===== src/rtl/sprite_blitter.sv =====
// sprite_blitter: walks a registered-read sprite ROM and writes non-transparent, on-screen pixels
// to a backpressured framebuffer port. Define SPRITE_BLITTER_HFLIP_EN to add a latched hflip input.
module sprite_blitter #(
    parameter int SPR_W  = 150,
    parameter int SPR_H  = 120,
    parameter int ADDR_W = 15,
    parameter int PIX_W  = 5,
    parameter int SCR_W  = 640,
    parameter int SCR_H  = 480,
    parameter int TRANSP = 0
) (
    input  logic              Clk,
    input  logic              Reset,
    input  logic              start,
    input  logic [9:0]        x0,
    input  logic [9:0]        y0,
`ifdef SPRITE_BLITTER_HFLIP_EN
    input  logic              hflip,
`endif
    output logic              busy,
    output logic              done,
    output logic [ADDR_W-1:0] rom_addr,
    input  logic [PIX_W-1:0]  rom_data,
    output logic              fb_we,
    output logic [9:0]        fb_x,
    output logic [9:0]        fb_y,
    output logic [PIX_W-1:0]  fb_data,
    input  logic              fb_ready
);
    localparam int COL_W = (SPR_W > 1) ? $clog2(SPR_W) : 1;
    localparam int ROW_W = (SPR_H > 1) ? $clog2(SPR_H) : 1;
    localparam logic [COL_W-1:0] COL_LAST = COL_W'(SPR_W - 1);
    localparam logic [ROW_W-1:0] ROW_LAST = ROW_W'(SPR_H - 1);

    typedef enum logic [2:0] {S_IDLE, S_ADDR, S_CAPT, S_WRITE, S_DONE} state_t;

    state_t             state_reg, state_next;
    logic [COL_W-1:0]   col_reg, col_next;
    logic [ROW_W-1:0]   row_reg, row_next;
    logic [9:0]         x0_reg, x0_next, y0_reg, y0_next;
    logic [ADDR_W-1:0]  addr_reg, addr_next;
    logic               we_reg, we_next;
    logic [9:0]         fbx_reg, fbx_next, fby_reg, fby_next;
    logic [PIX_W-1:0]   fbd_reg, fbd_next;
    logic               accept, advance, step;
    logic [10:0]        x_sum, y_sum;
`ifdef SPRITE_BLITTER_HFLIP_EN
    logic               hflip_reg, hflip_next;
    logic [ADDR_W-1:0]  row_base_reg, row_base_next;
`endif

    // Sums kept at 11 bits so an off-screen origin near 1023 cannot wrap back on-screen.
    assign x_sum = {1'b0, x0_reg} + 11'(col_reg);
    assign y_sum = {1'b0, y0_reg} + 11'(row_reg);

    always_comb begin
        state_next = state_reg;
        col_next   = col_reg;
        row_next   = row_reg;
        x0_next    = x0_reg;
        y0_next    = y0_reg;
        addr_next  = addr_reg;
        we_next    = we_reg;
        fbx_next   = fbx_reg;
        fby_next   = fby_reg;
        fbd_next   = fbd_reg;
        accept     = 1'b0;
        advance    = 1'b0;
        step       = 1'b0;
`ifdef SPRITE_BLITTER_HFLIP_EN
        hflip_next    = hflip_reg;
        row_base_next = row_base_reg;
`endif
        case (state_reg)
            S_IDLE: begin
                if (start) begin
                    accept     = 1'b1;
                    x0_next    = x0;
                    y0_next    = y0;
                    col_next   = '0;
                    row_next   = '0;
                    state_next = S_ADDR;
`ifdef SPRITE_BLITTER_HFLIP_EN
                    hflip_next    = hflip;
                    row_base_next = '0;
`endif
                end
            end
            S_ADDR: state_next = S_CAPT;
            S_CAPT: begin
                fbd_next = rom_data;
                fbx_next = x_sum[9:0];
                fby_next = y_sum[9:0];
                if (rom_data == PIX_W'(TRANSP) || x_sum >= 11'(SCR_W) || y_sum >= 11'(SCR_H)) begin
                    advance = 1'b1;
                end else begin
                    we_next    = 1'b1;
                    state_next = S_WRITE;
                end
            end
            S_WRITE: begin
                if (fb_ready) begin
                    we_next = 1'b0;
                    advance = 1'b1;
                end
            end
            S_DONE:  state_next = S_IDLE;
            default: state_next = S_IDLE;
        endcase

        if (advance) begin
            if (col_reg != COL_LAST) begin
                col_next   = col_reg + COL_W'(1);
                state_next = S_ADDR;
            end else if (row_reg != ROW_LAST) begin
                col_next   = '0;
                row_next   = row_reg + ROW_W'(1);
                state_next = S_ADDR;
            end else begin
                state_next = S_DONE;
            end
        end
        step = advance && (state_next == S_ADDR);

`ifdef SPRITE_BLITTER_HFLIP_EN
        // row_base tracks row*SPR_W so the mirrored column needs only an add, never a multiply.
        if (step && col_reg == COL_LAST)
            row_base_next = row_base_reg + ADDR_W'(SPR_W);
        if (accept || step)
            addr_next = row_base_next + (hflip_next ? ADDR_W'(COL_LAST - col_next) : ADDR_W'(col_next));
`else
        if (accept)
            addr_next = '0;
        else if (step)
            addr_next = addr_reg + ADDR_W'(1);
`endif
    end

    always_ff @(posedge Clk) begin
        if (Reset) begin
            state_reg <= S_IDLE;
            col_reg   <= '0;
            row_reg   <= '0;
            x0_reg    <= '0;
            y0_reg    <= '0;
            addr_reg  <= '0;
            we_reg    <= 1'b0;
            fbx_reg   <= '0;
            fby_reg   <= '0;
            fbd_reg   <= '0;
`ifdef SPRITE_BLITTER_HFLIP_EN
            hflip_reg    <= 1'b0;
            row_base_reg <= '0;
`endif
        end else begin
            state_reg <= state_next;
            col_reg   <= col_next;
            row_reg   <= row_next;
            x0_reg    <= x0_next;
            y0_reg    <= y0_next;
            addr_reg  <= addr_next;
            we_reg    <= we_next;
            fbx_reg   <= fbx_next;
            fby_reg   <= fby_next;
            fbd_reg   <= fbd_next;
`ifdef SPRITE_BLITTER_HFLIP_EN
            hflip_reg    <= hflip_next;
            row_base_reg <= row_base_next;
`endif
        end
    end

    assign busy     = (state_reg == S_ADDR) || (state_reg == S_CAPT) || (state_reg == S_WRITE);
    assign done     = (state_reg == S_DONE);
    assign rom_addr = addr_reg;
    assign fb_we    = we_reg;
    assign fb_x     = fbx_reg;
    assign fb_y     = fby_reg;
    assign fb_data  = fbd_reg;
endmodule


===== config.mk =====
export PLATFORM = sky130hd
export DESIGN_NAME = sprite_blitter
export DESIGN_NICKNAME = d
export VERILOG_FILES = /design/src/rtl/sprite_blitter.sv
export SDC_FILE = /design/constraint.sdc
export NUM_CORES = 1
export LEC_CHECK = 0
export CORE_ASPECT_RATIO = 0.5
export CORE_UTILIZATION = 45
export CTS_BUF_LIST = sky130_fd_sc_hd__clkbuf_4 sky130_fd_sc_hd__clkbuf_8 sky130_fd_sc_hd__clkbuf_16
export DETAILED_ROUTE_END_ITERATION = 6
export PLACE_DENSITY = 0.7
export SLEW_MARGIN = 0
export SYNTH_ARGS = -nofsm -noshare
export SYNTH_HDL_FRONTEND = slang
export SYNTH_SLANG_ARGS = --single-unit

===== constraint.sdc =====
create_clock -name Clk -period 3.81 [get_ports Clk]
set_input_delay 1.143 -clock Clk [delete_from_list [all_inputs] [get_ports Clk]]
set_output_delay 1.143 -clock Clk [all_outputs]
set_load 0.02 [all_outputs]

Yosys cells after proc, flatten, opt, wreduce, memory -nomap -nowiden:

Index checks and enable logic that the tools add are counted.

* register bits after elaboration: 79
* input port bits: 29
* logic and storage cells: 61

* add/subtract/negate cells: 5
* $lt $le $gt $ge: 2
* equality and inequality tests: 9
* mux-type cells: 24
* reduce and logical (&&, ||, !) cells: 11

Operators by type and width (count)
* $mux 8: 5
* $mux 7: 5
* $add 15x1->15 const B: 1
* $mux 3: 5
* $pmux 3 s4: 1
* $add 10x7->11: 1
* $add 10x8->11: 1
* $ge 11x10->1 const B: 1
* $ge 11x9->1 const B: 1
* $add 8x1->8 const B: 1
* $ne 8x8->1 const B: 1
* $add 7x1->7 const B: 1
* $ne 7x7->1 const B: 1
* $eq 3x1->1 const B: 2
* $eq 3x2->1 const B: 2
* $mux 1: 6
* $logic_not 5->1: 1
* $logic_or 1x1->1: 4
* $ne 2x2->1 const B: 2
* $pmux 1 s2: 2
* $eq 3x3->1 const B: 1
* $logic_not 3->1: 1
* $reduce_and 3->1: 1
* $reduce_and 2->1: 1
* other kinds (3): 3

Longest topological paths before layout:

Gate-level depths: netlist (run 1).

* depth in word-level cells: 9
* depth in mapped cells: 14
* gate-level depth less buffers: 12

Worst setup path before layout (run 1):

OpenSTA, ideal clock, no wires.

* path kind: input port to flip-flop
* start point: input port rom_data[0]
* end point: register addr_reg[14], in the netlist rom_addr[14]
* setup time: 132 ps
* arrival time: 2994 ps
* required time: 3678 ps
* path slack: 684 ps
* stages on the path: 10
* path through: or4_1 -> nor2_1 -> a31oi_1 -> o211a_1 -> o311a_1 -> buf_6 -> or2_4 -> buf_2 -> o41ai_1 -> a21oi_1

* word-level cells in the longest chain between the ends: 8
* elaborated cells on any way between the ends: 10

Ends and longest elaborated chain
* start: declaration: RTL line 23 `input logic [PIX_W-1:0] rom_data,`
* $logic_not 5->1 (*): RTL line 94 `if (rom_data == PIX_W'(TRANSP) || x_sum >= 11'(SCR_W) || y_sum >= 11'(SCR_H)) begin`
* $logic_or 1x1->1 (*) (2 in a row): RTL line 94
* $mux 3 or $mux 1 (tied branches): RTL line 94
* $pmux 3 s4 or $pmux 1 s2 (tied branches): RTL line 74 `case (state_reg)`
* $mux 3: RTL line 111 `if (advance) begin`
* $eq 3x1->1: RTL line 123 `step = advance && (state_next == S_ADDR);`
* $logic_and 1x1->1 (*): RTL line 123
* end signal: assignment: RTL line 161 `addr_reg <= addr_next;`
* end: declaration: RTL line 41 `logic [ADDR_W-1:0] addr_reg, addr_next;`

Every way passes the cells marked *; elsewhere a longest branch is shown, timed or not.
A chain may end at the register's enable or synchronous reset.

Worst setup path in the final report (run 1):

* start point: register col_reg[0]
* end point: register addr_reg[7], in the netlist rom_addr[7]

* word-level cells in the longest chain between the ends: 9
* elaborated cells on any way between the ends: 13

Ends and longest elaborated chain
* start: declaration: RTL line 38 `logic [COL_W-1:0] col_reg, col_next;`
* start signal: assignment: RTL line 157 `col_reg <= col_next;`
* $add 10x8->11: RTL line 53 `assign x_sum = {1'b0, x0_reg} + 11'(col_reg);`
* $ge 11x10->1: RTL line 94
* $logic_or 1x1->1 (2 in a row): RTL line 94
* $mux 3 or $mux 1 (tied branches): RTL line 94
* $pmux 3 s4 or $pmux 1 s2 (tied branches): RTL line 74
* $mux 3: RTL line 111
* $eq 3x1->1: RTL line 123
* $logic_and 1x1->1 (*): RTL line 123

Marked as above.

==> run_results.csv, run 1 <==
group,metric,value,unit
floorplanning,dieHeight,69.95,um
global_routing,grt_max_degree,35,
yosys,yosys.area.top_type,"dfxtp_1",
yosys,synth_edf_count,0,
hold_path,hold_depth,2,
pwr,leakage,2.027,nW
timing,final.setup.tns,0,ns
yosys,synthesis.instances,506,
worst_setup_path,cp_cell_sequence,"ha_1 > fa_1 > a211oi_1 > or3b_1 > a21oi_2 > or3_1 > a21boi_1 > o311a_1 > or2_4 > or4_1 > a21oi_1",
global_routing,grt_antenna_before_repair,0,
cts,clock_latency,0.34,ns
yosys,yosys_register_bits,79,
yosys,synth.distinct_cells,66,
cells_and_area,n_antenna_cell,0,
worst_setup_path,critical_path_class,"register to register",
timing,setup_viol,0,
worst_setup_path,cp-end-kind,"register",
hold_path,hold_class,"register to register",
detailed_routing,wl,10110,um
cells_and_area,drive_above_1_share,0.07772,
run_status,status,"completed",
cells_and_area,area_delta_synth_final,27.61,%
placed_design,gp_congestion,0.8295,
worst_setup_path,worst_path_largest_cell_delay,0.52,ns
timing,layout_min_cycle_time,3.455,ns
global_routing,grt-ovfl-total,0,
global_routing,gr-usage-all-layers,0.2220,
yosys,yosys_warnings,0,
cells_and_area,largest_reg_flops,15,
floorplanning,rows,24,
yosys,synth_ff_type,"dfxtp_1",
detailed_routing,drt_pass1_iterations,5,
yosys,synth_area_leaders,"dfxtp_1, nand2_1, a21oi_1",
cts,post_cts_resized,0,
cts,cts_max_level,3,
timing,slew_viol_final,0,
worst_setup_path,regToRegEndpoint,"rom_addr[7]",
placed_design,hpwl,7198,um
detailed_routing,via_per_inst,5.529,
global_routing,grt_pass1_wl,16500,um
timing,setup_slack,0.3553,ns
cells_and_area,seq_area,1582,um2
cts,clk_pin_slew_worst_paths,0.06,ns
detailed_routing,dr_wl_met2,4059,um
cts,postCtsSetupRepairBufs,0,
pwr,p_per_area,386.4,nW/um2
floorplanning,io_pins,72,
detailed_routing,drt-initial-drc-count,251,
detailed_routing,dr.max_layer_used,"met4",
yosys,synth.most_common_cell,"nand2_1",
detailed_routing,wl_met3,666,um
cells_and_area,fillers,831,
worst_setup_path,reg2reg_setup_slack,0.36,ns
cells_and_area,fin_nets,624,
detailed_routing,wl_met1,5293,um
hold_path,min_from,"fb_x[8]",
detailed_routing,drc,0,
detailed_routing,num_vias,3848,
yosys,syn_avg_cell_area,8.212,um2
yosys,synth_top_area_share,0.3806,
detailed_routing,post_drt_wl_per_cell,14.52,um
worst_setup_path,cp.required,4.08,ns
detailed_routing,ant_nets,0,
timing,final-hold-violation-count,0,
timing,clock_skew,0.004609,ns
placed_design,pre_cts_slack,0.1388,ns
timing,tightest_slew,0.7669,ns
yosys,synthTopCellsByCount,"nand2_1, dfxtp_1, a21oi_1, nor2_1, clkbuf_1",
yosys,synthArstFlopShare,0,
job,max-cap-violations,0,
timing,fin_crit_sh,0.9067,
cts,cts_tree,"built",
placed_design,numPortBuffers,71,
worst_setup_path,cp.arrival,3.73,ns
cts,cts_root_buffer,"clkbuf_16",
yosys,syn_area,4155,um2
worst_setup_path,crit_fanout,22,
worst_setup_path,cp_num_buf_inv,0,
cells_and_area,multi_input_area,2446,um2
floorplanning,start_util,0.4707,
worst_setup_path,crit_family,"simple AND/OR/NAND/NOR gates",
floorplanning,design.core.area,8828,um2
worst_setup_path,rr_startpoint,"col_reg[0]",
worst_setup_path,reg2reg_depth,11,
yosys,synth-seq-area-share,0.3806,
timing,max_freq,289.5,MHz
cts,clock-sinks,79,
floorplanning,die_w,137.9,um
hold_path,hold_end,"fb_x[8]",
yosys,syn-num-nets,556,
pwr,ir_drop,0.2211,mV
worst_setup_path,start_kind,"register",
worst_setup_path,cpMaxStageDelayCell,"or4_1",
floorplanning,fp.dieArea,9646,um2
cts,cts_hold_buf,0,
global_routing,first_global_vias,3352,
timing,slew_headroom,0.4868,
timing,rsz0062_at_grt,"no",
cts,cts_buffer_depth,2,
cts,cts-buffers-inserted,9,
==> worst max-delay path by stage <==
stage                      startpoint           end  slack [ns]  cells past startpoint
after floorplan           rom_data[0]  rom_addr[14]        0.68                     10
final                      col_reg[0]   rom_addr[7]        0.36                     11
after CTS                  col_reg[0]   rom_addr[7]        0.38                     11
after global routing       col_reg[0]    row_reg[6]        0.14                     12
after detailed placement  rom_data[0]   rom_addr[7]        0.14                      9
after global placement    rom_data[0]   rom_addr[7]        0.17                      9
==> routing by layer <==
metal | GRT usage | vias up
met5 | 0 | -
met4 | 0.05314 | 0
met3 | 0.07117 | 10
met2 | 0.3150 | 101
met1 | 0.3210 | 1795
li1 | - | 1942
==> cell families (layout without fill, tap and decap cells) <==
family / Yosys count / in the layout / synth area share
AO/OA/AOI/OAI: 134 / 134 / 0.2129
XOR/XNOR: 22 / 22 / 0.04637
flip-flops: 79 / 79 / 0.3806
AND/OR/NAND/NOR: 211 / 211 / 0.2436
adder cells (fa/ha/maj): 22 / 22 / 0.06926
multiplexers: 6 / 6 / 0.01445
buffers and inverters: 32 / 105 / 0.03282
==> where the power goes <==
part | leakage (nW) | internal (mW) | switching (mW) | total [mW]
sequential | 0.641 | 0.859 | 0.0248 | 0.884
clock | 0.159 | 0.566 | 0.331 | 0.897
combinational | 1.23 | 0.113 | 0.154 | 0.268
total | 2.03 | 1.54 | 0.510 | 2.05
==> cell type report <==
type / instances / share of cell area
flip-flops and latches: 79 / 0.2983
multi-input cells: 395 / 0.4613
clock inverters: 3 / 0.007551
repair buffers: 82 / 0.1487
inverters: 7 / 0.004955
well taps: 117 / 0.02761
clock buffers: 13 / 0.05168
==> cell usage in the layout, fill, tap and decap left out, drive strengths merged, types with 9 or more instances in the layout <==
master,Yosys,final
nand2,107,107
dfxtp,79,79
clkdlybuf4s50,0,70
a21oi,59,59
nor2,37,37
ha,19,19
xnor2,15,15
clkbuf,20,13
o21ai,12,12
buf,5,12
a21o,11,11
a211oi,9,9
==> through the flow <==
step	hold slack, ns	cell area (um2)	utilization	instances	power (mW)
floorplan	0.4400	4155	-	506	1.062
global placement	0.4405	4989	0.5651	680	1.165
detailed placement	0.4458	4989	0.5651	680	1.168
CTS	0.4522	5303	0.6006	696	2.062
global route	0.4732	5303	0.6006	696	2.138
finish	0.4499	5303	0.6006	696	2.049
==> worst register-to-register path, cell delays in order, from the launching register on <==
cell and delay [ns]:
dfxtp_1 0.48, ha_1 0.28, fa_1 0.28, a211oi_1 0.12
or3b_1 0.40, a21oi_2 0.25, or3_1 0.15, a21boi_1 0.07
o311a_1 0.34, or2_4 0.36, or4_1 0.52, a21oi_1 0.14
No activity file was read; power rests on OpenSTA's default activity.
==> inputs of run 2 (changes only) <==
--- a/config.mk
+++ b/config.mk
@@ -9,6 +9,7 @@
 export CORE_UTILIZATION = 45
 export CTS_BUF_LIST = sky130_fd_sc_hd__clkbuf_4 sky130_fd_sc_hd__clkbuf_8 sky130_fd_sc_hd__clkbuf_16
 export DETAILED_ROUTE_END_ITERATION = 6
+export MAX_ROUTING_LAYER = met4
 export PLACE_DENSITY = 0.7
 export SLEW_MARGIN = 0
 export SYNTH_ARGS = -nofsm -noshare
==> run 2 against run 1 <==
Against the previous run: clock-buffer cell count unchanged; cell area unchanged; largest cell class unchanged; critical endpoint unchanged; register-to-register slack about the same; hold slack about the same; first-iteration DRC count decreased by 16%; critical path depth unchanged; sequential power about the same; flip-flop and latch count unchanged; clock skew increased by 0.0019 ns; via count decreased by 1.5%; clock power decreased by 0.4%.
==> run_results.csv, run 2 (synthesis gave the netlist of run 1 again) <==
group,metric,value,unit
run_status,status,"completed",
global_routing,grt_pass1_wl,16530,um
worst_setup_path,reg2reg_depth,11,
floorplanning,rows,24,
worst_setup_path,start_kind,"register",
cells_and_area,n_antenna_cell,0,
cts,cts_root_buffer,"clkbuf_16",
placed_design,pre_cts_slack,0.1388,ns
cts,clock_latency,0.34,ns
detailed_routing,drt-initial-drc-count,212,
timing,slew_headroom,0.4981,
worst_setup_path,cp.required,4.08,ns
detailed_routing,ant_nets,0,
timing,tightest_slew,0.7501,ns
global_routing,first_global_vias,3354,
timing,final.setup.tns,0,ns
placed_design,hpwl,7198,um
detailed_routing,post_drt_wl_per_cell,14.56,um
worst_setup_path,startpoint,"col_reg[0]",
cells_and_area,fin_nets,624,
cells_and_area,layout_common_cells,"nand2_1, dfxtp_1, clkdlybuf4s50_1, a21oi_1, nor2_1",
global_routing,grt-ovfl-total,0,
cells_and_area,fillers,831,
global_routing,grt_max_degree,35,
cts,clock-sinks,79,
timing,setup_slack,0.3657,ns
timing,fin_crit_sh,0.9040,
detailed_routing,num_vias,3791,
cells_and_area,multi_input_area,2446,um2
timing,layout_min_cycle_time,3.444,ns
floorplanning,fp.dieArea,9646,um2
cts,cts_max_level,3,
cts,clk_pin_slew_worst_paths,0.06,ns
worst_setup_path,crit_fanout,22,
timing,setup_viol,0,
cts,post_cts_resized,0,
cts,cts_buffer_depth,2,
floorplanning,io_pins,72,
floorplanning,start_util,0.4707,
global_routing,grt_antenna_before_repair,0,
floorplanning,die_w,137.9,um
placed_design,numPortBuffers,71,
timing,rsz0062_at_grt,"no",
worst_setup_path,cp-end-kind,"register",
placed_design,gp_congestion,0.8421,
timing,whs,0.4504,ns
detailed_routing,via_per_inst,5.447,
cells_and_area,instances_no_fill,696,
worst_setup_path,critical_path_class,"register to register",
worst_setup_path,cp.arrival,3.72,ns
pwr,total_power,2.046,mW
detailed_routing,drc,0,
timing,clock_skew,0.006530,ns
cts,cts-buffers-inserted,9,
cells_and_area,seq_area,1582,um2
detailed_routing,drt_pass1_iterations,4,
worst_setup_path,regToRegEndpoint,"rom_addr[7]",
pwr,p_per_area,385.8,nW/um2
pwr,ir_drop,0.2172,mV
cells_and_area,layout_commonest_cell,"nand2_1",
global_routing,gr-usage-all-layers,0.2284,
pwr,leakage,2.027,nW
hold_path,hold_class,"register to register",
cts,postCtsSetupRepairBufs,0,
worst_setup_path,rr_startpoint,"col_reg[0]",
floorplanning,design.core.area,8828,um2
timing,max_freq,290.3,MHz
cells_and_area,final_util,0.6006,
timing,slew_viol_final,0,
cts,cts_tree,"built",
cells_and_area,drive_above_1_share,0.07772,
detailed_routing,wl,10130,um
worst_setup_path,endpoint,"rom_addr[7]",
cts,cts_hold_buf,0,
timing,final-hold-violation-count,0,
floorplanning,dieHeight,69.95,um
cells_and_area,largest_reg_flops,15,
cells_and_area,design_area,5303,um2
placed_design,place_area,4989,um2
worst_setup_path,reg2reg_setup_slack,0.37,ns
job,max-cap-violations,0,
placed_design,place_inst,680,
cells_and_area,area_delta_synth_final,27.61,%
==> run 2: routing by layer <==
metal	vias up	wire length [um]	GRT usage
li1	1941	-	-
met1	1753	5389	0.3206
met2	91	4065	0.3167
met3	6	594	0.06972
met4	0	84	0.05314
met5	-	0	-
==> run 2: how the worst min path moves through the flow <==
stage | slack [ns] | start | to | cells past startpoint
after floorplan | 0.44 | x0_reg[0] | x0_reg[0] | 2
after global placement | 0.44 | fb_y[4] | fb_y[4] | 2
after detailed placement | 0.45 | fb_x[8] | fb_x[8] | 2
after CTS | 0.45 | fb_x[8] | fb_x[8] | 2
after global routing | 0.47 | fb_y[2] | fb_y[2] | 2
final | 0.45 | fb_x[8] | fb_x[8] | 2
==> run 2: final cells by class <==
| type | instances | share of cell area |
|---|---|---|
| multi-input cells | 395 | 0.4613 |
| repair buffers | 82 | 0.1487 |
| inverters | 7 | 0.004955 |
| flip-flops and latches | 79 | 0.2983 |
| well taps | 117 | 0.02761 |
| clock buffers | 13 | 0.05168 |
| clock inverters | 3 | 0.007551 |
==> run 2: critical path, stage by stage, from the launching register on <==
cell      delay [ns]
dfxtp_1         0.47
ha_1            0.28
fa_1            0.28
a211oi_1        0.12
or3b_1          0.40
a21oi_2         0.25
or3_1           0.14
a21boi_1        0.07
o311a_1         0.34
or2_4           0.36
or4_1           0.52
a21oi_1         0.14
==> run 2: report_power, final <==
part	internal, mW	total, mW	switching (mW)
clock network	0.566	0.893	0.328
registers	0.859	0.884	0.0249
logic	0.113	0.268	0.155
total	1.54	2.05	0.507
==> inputs of run 3 (changes only) <==
--- a/config.mk
+++ b/config.mk
@@ -5,12 +5,14 @@
 export SDC_FILE = /design/constraint.sdc
 export NUM_CORES = 1
 export LEC_CHECK = 0
+export CELL_PAD_IN_SITES_DETAIL_PLACEMENT = 0
+export CELL_PAD_IN_SITES_GLOBAL_PLACEMENT = 1
 export CORE_ASPECT_RATIO = 0.5
-export CORE_UTILIZATION = 45
+export CORE_UTILIZATION = 39
 export CTS_BUF_LIST = sky130_fd_sc_hd__clkbuf_4 sky130_fd_sc_hd__clkbuf_8 sky130_fd_sc_hd__clkbuf_16
 export DETAILED_ROUTE_END_ITERATION = 6
 export MAX_ROUTING_LAYER = met4
-export PLACE_DENSITY = 0.7
+export PLACE_DENSITY_LB_ADDON = 0.1
 export SLEW_MARGIN = 0
 export SYNTH_ARGS = -nofsm -noshare
 export SYNTH_HDL_FRONTEND = slang
==> run 3 against run 2 <==
Against the previous run: total power grew 3.6%; die area grew 15%; non-clock buffer count grew 4; hold slack lost 0.00058 ns; clock power grew 7.7%; global-route usage shrank 1.7 points; critical path depth grew 2; wire length grew 8.5%; sequential share of layout area shrank 0.43 points; largest power group unchanged; highest routed layer unchanged.
==> run_results.csv, run 3 (synthesis gave the netlist of run 1 again) <==
group,metric,value,unit
cells_and_area,drive_above_1_share,0.08247,
cts,clock-sinks,79,
worst_setup_path,worst_path_largest_cell_delay,0.45,ns
detailed_routing,post_drt_wl_per_cell,15.22,um
timing,slew_viol_final,0,
floorplanning,rows,26,
worst_setup_path,worst_path_most_repeated_cell,"buf_4",
worst_setup_path,cp_cell_sequence,"ha_1 > fa_1 > a211oi_1 > or3b_1 > a21oi_2 > or3_1 > a21boi_1 > o311a_1 > buf_4 > nor3_1 > buf_4 > a32o_1 > a22o_1",
global_routing,gr-usage-all-layers,0.2115,
pwr,ir_drop,0.2282,mV
cts,postCtsSetupRepairBufs,0,
timing,setup_slack,0.3158,ns
global_routing,grt_max_degree,54,
timing,rsz0062_at_grt,"no",
detailed_routing,via_per_inst,5.248,
detailed_routing,drc,0,
job,max-cap-violations,0,
run_status,status,"completed",
cells_and_area,layout_commonest_cell,"nand2_1",
timing,max_freq,286.2,MHz
pwr,p_per_area,394.1,nW/um2
cts,cts_tree,"built",
cells_and_area,seq_area,1582,um2
placed_design,place_area,5047,um2
worst_setup_path,start_kind,"register",
cells_and_area,fin_nets,628,
cts,clock_latency,0.33,ns
global_routing,grt-ovfl-total,0,
cts,cts_buffer_depth,2,
global_routing,grt_antenna_before_repair,0,
cells_and_area,largest_reg_flops,15,
detailed_routing,wl,10990,um
cts,cts_root_buffer,"clkbuf_16",
cells_and_area,area_delta_synth_final,29.48,%
detailed_routing,drt_pass1_iterations,4,
worst_setup_path,cp.arrival,3.72,ns
global_routing,grt_pass1_wl,17510,um
worst_setup_path,crit_fanout,7,
detailed_routing,num_vias,3789,
floorplanning,design.core.area,10280,um2
worst_setup_path,cpMaxStageDelayCell,"fa_1",
worst_setup_path,crit_family,"compound AO/OA/AOI/OAI gates",
global_routing,first_global_vias,3369,
worst_setup_path,cp.required,4.04,ns
floorplanning,io_pins,72,
placed_design,gp_congestion,0.8141,
pwr,leakage,2.051,nW
timing,setup_viol,0,
timing,final-hold-violation-count,0,
cells_and_area,final_util,0.5234,
placed_design,numPortBuffers,71,
cts,cts_max_level,3,
placed_design,hpwl,7606,um
pwr,total_power,2.120,mW
floorplanning,dieHeight,74.99,um
timing,layout_min_cycle_time,3.494,ns
timing,final.setup.tns,0,ns
worst_setup_path,cp_num_buf_inv,2,
cells_and_area,fillers,1028,
placed_design,pre_cts_slack,0.03978,ns
worst_setup_path,critical_path_class,"register to register",
detailed_routing,drt-initial-drc-count,215,
cells_and_area,layout_common_cells,"nand2_1, dfxtp_1, clkdlybuf4s50_1, a21oi_1, nor2_1",
floorplanning,fp.dieArea,11100,um2
cells_and_area,multi_input_area,2447,um2
timing,fin_crit_sh,0.9171,
detailed_routing,ant_nets,0,
floorplanning,die_w,148.0,um
cts,cts-buffers-inserted,9,
worst_setup_path,cp-end-kind,"register",
floorplanning,start_util,0.4042,
timing,tightest_slew,0.7572,ns
hold_path,hold_class,"register to register",
timing,slew_headroom,0.4934,
cts,clk_pin_slew_worst_paths,0.06,ns
cells_and_area,design_area,5380,um2
timing,clock_skew,0.004203,ns
cells_and_area,n_antenna_cell,0,
-- run 3: per-layer routing --
layer / track usage / up-vias / wire (um)
met5: - / - / 0
met3: 0.04727 / 10 / 537
li1: - / 1948 / -
met2: 0.2926 / 102 / 4085
met4: 0.04811 / 0 / 111
met1: 0.3073 / 1729 / 6256
-- run 3: what timing repair did --
item / CTS / global route
gates resized for setup: 0 / 1
setup endpoints to repair: 0 / 1
hold buffers: 0 / 0
-- run 3: through the flow --
step           instances  hold WS [ns]
2_1_floorplan        506        0.4400
3_3_place_gp         707        0.4389
3_5_place_dp         707        0.4466
4_1_cts              722        0.4545
5_1_grt              722        0.4693
6_report             722        0.4498
-- run 3: path summary, 6_finish.rpt --
check	startpoint	end	slack (ns)	depth (start not counted)
worst min register to register	fb_y[4]	fb_y[4]	0.45	2
worst max register to register	col_reg[0]	col_reg[2]	0.32	13
worst max-delay path	col_reg[0]	col_reg[2]	0.32	13
worst min-delay path	fb_y[4]	fb_y[4]	0.45	2
-- run 3: worst reg2reg max path: cells and delay by family, from the launching register on --
| kind | cells | cell delay, ns |
|---|---|---|
| compound gates | 6 | 1.37 |
| fa+ha+maj | 2 | 0.72 |
| buf+inv | 2 | 0.36 |
| flops | 1 | 0.38 |
| simple gates | 3 | 0.55 |
-- run 3: final cells by class --
type	instances	share of cell area
Clock buffer	12	0.04953
Tap cell	140	0.03256
Clock inverter	3	0.01209
Sequential cell	79	0.2940
Timing Repair Buffer	86	0.1521
Multi-Input combinational cell	395	0.4549
Inverter	7	0.004884
-- run 3: report_power, final --
group          total [mW]  leakage, nW  switching (mW)  internal, mW
Sequential          0.884        0.641          0.0250         0.859
Combinational       0.274         1.25           0.159         0.115
Clock               0.962        0.165           0.339         0.623
Total                2.12         2.05           0.523          1.60
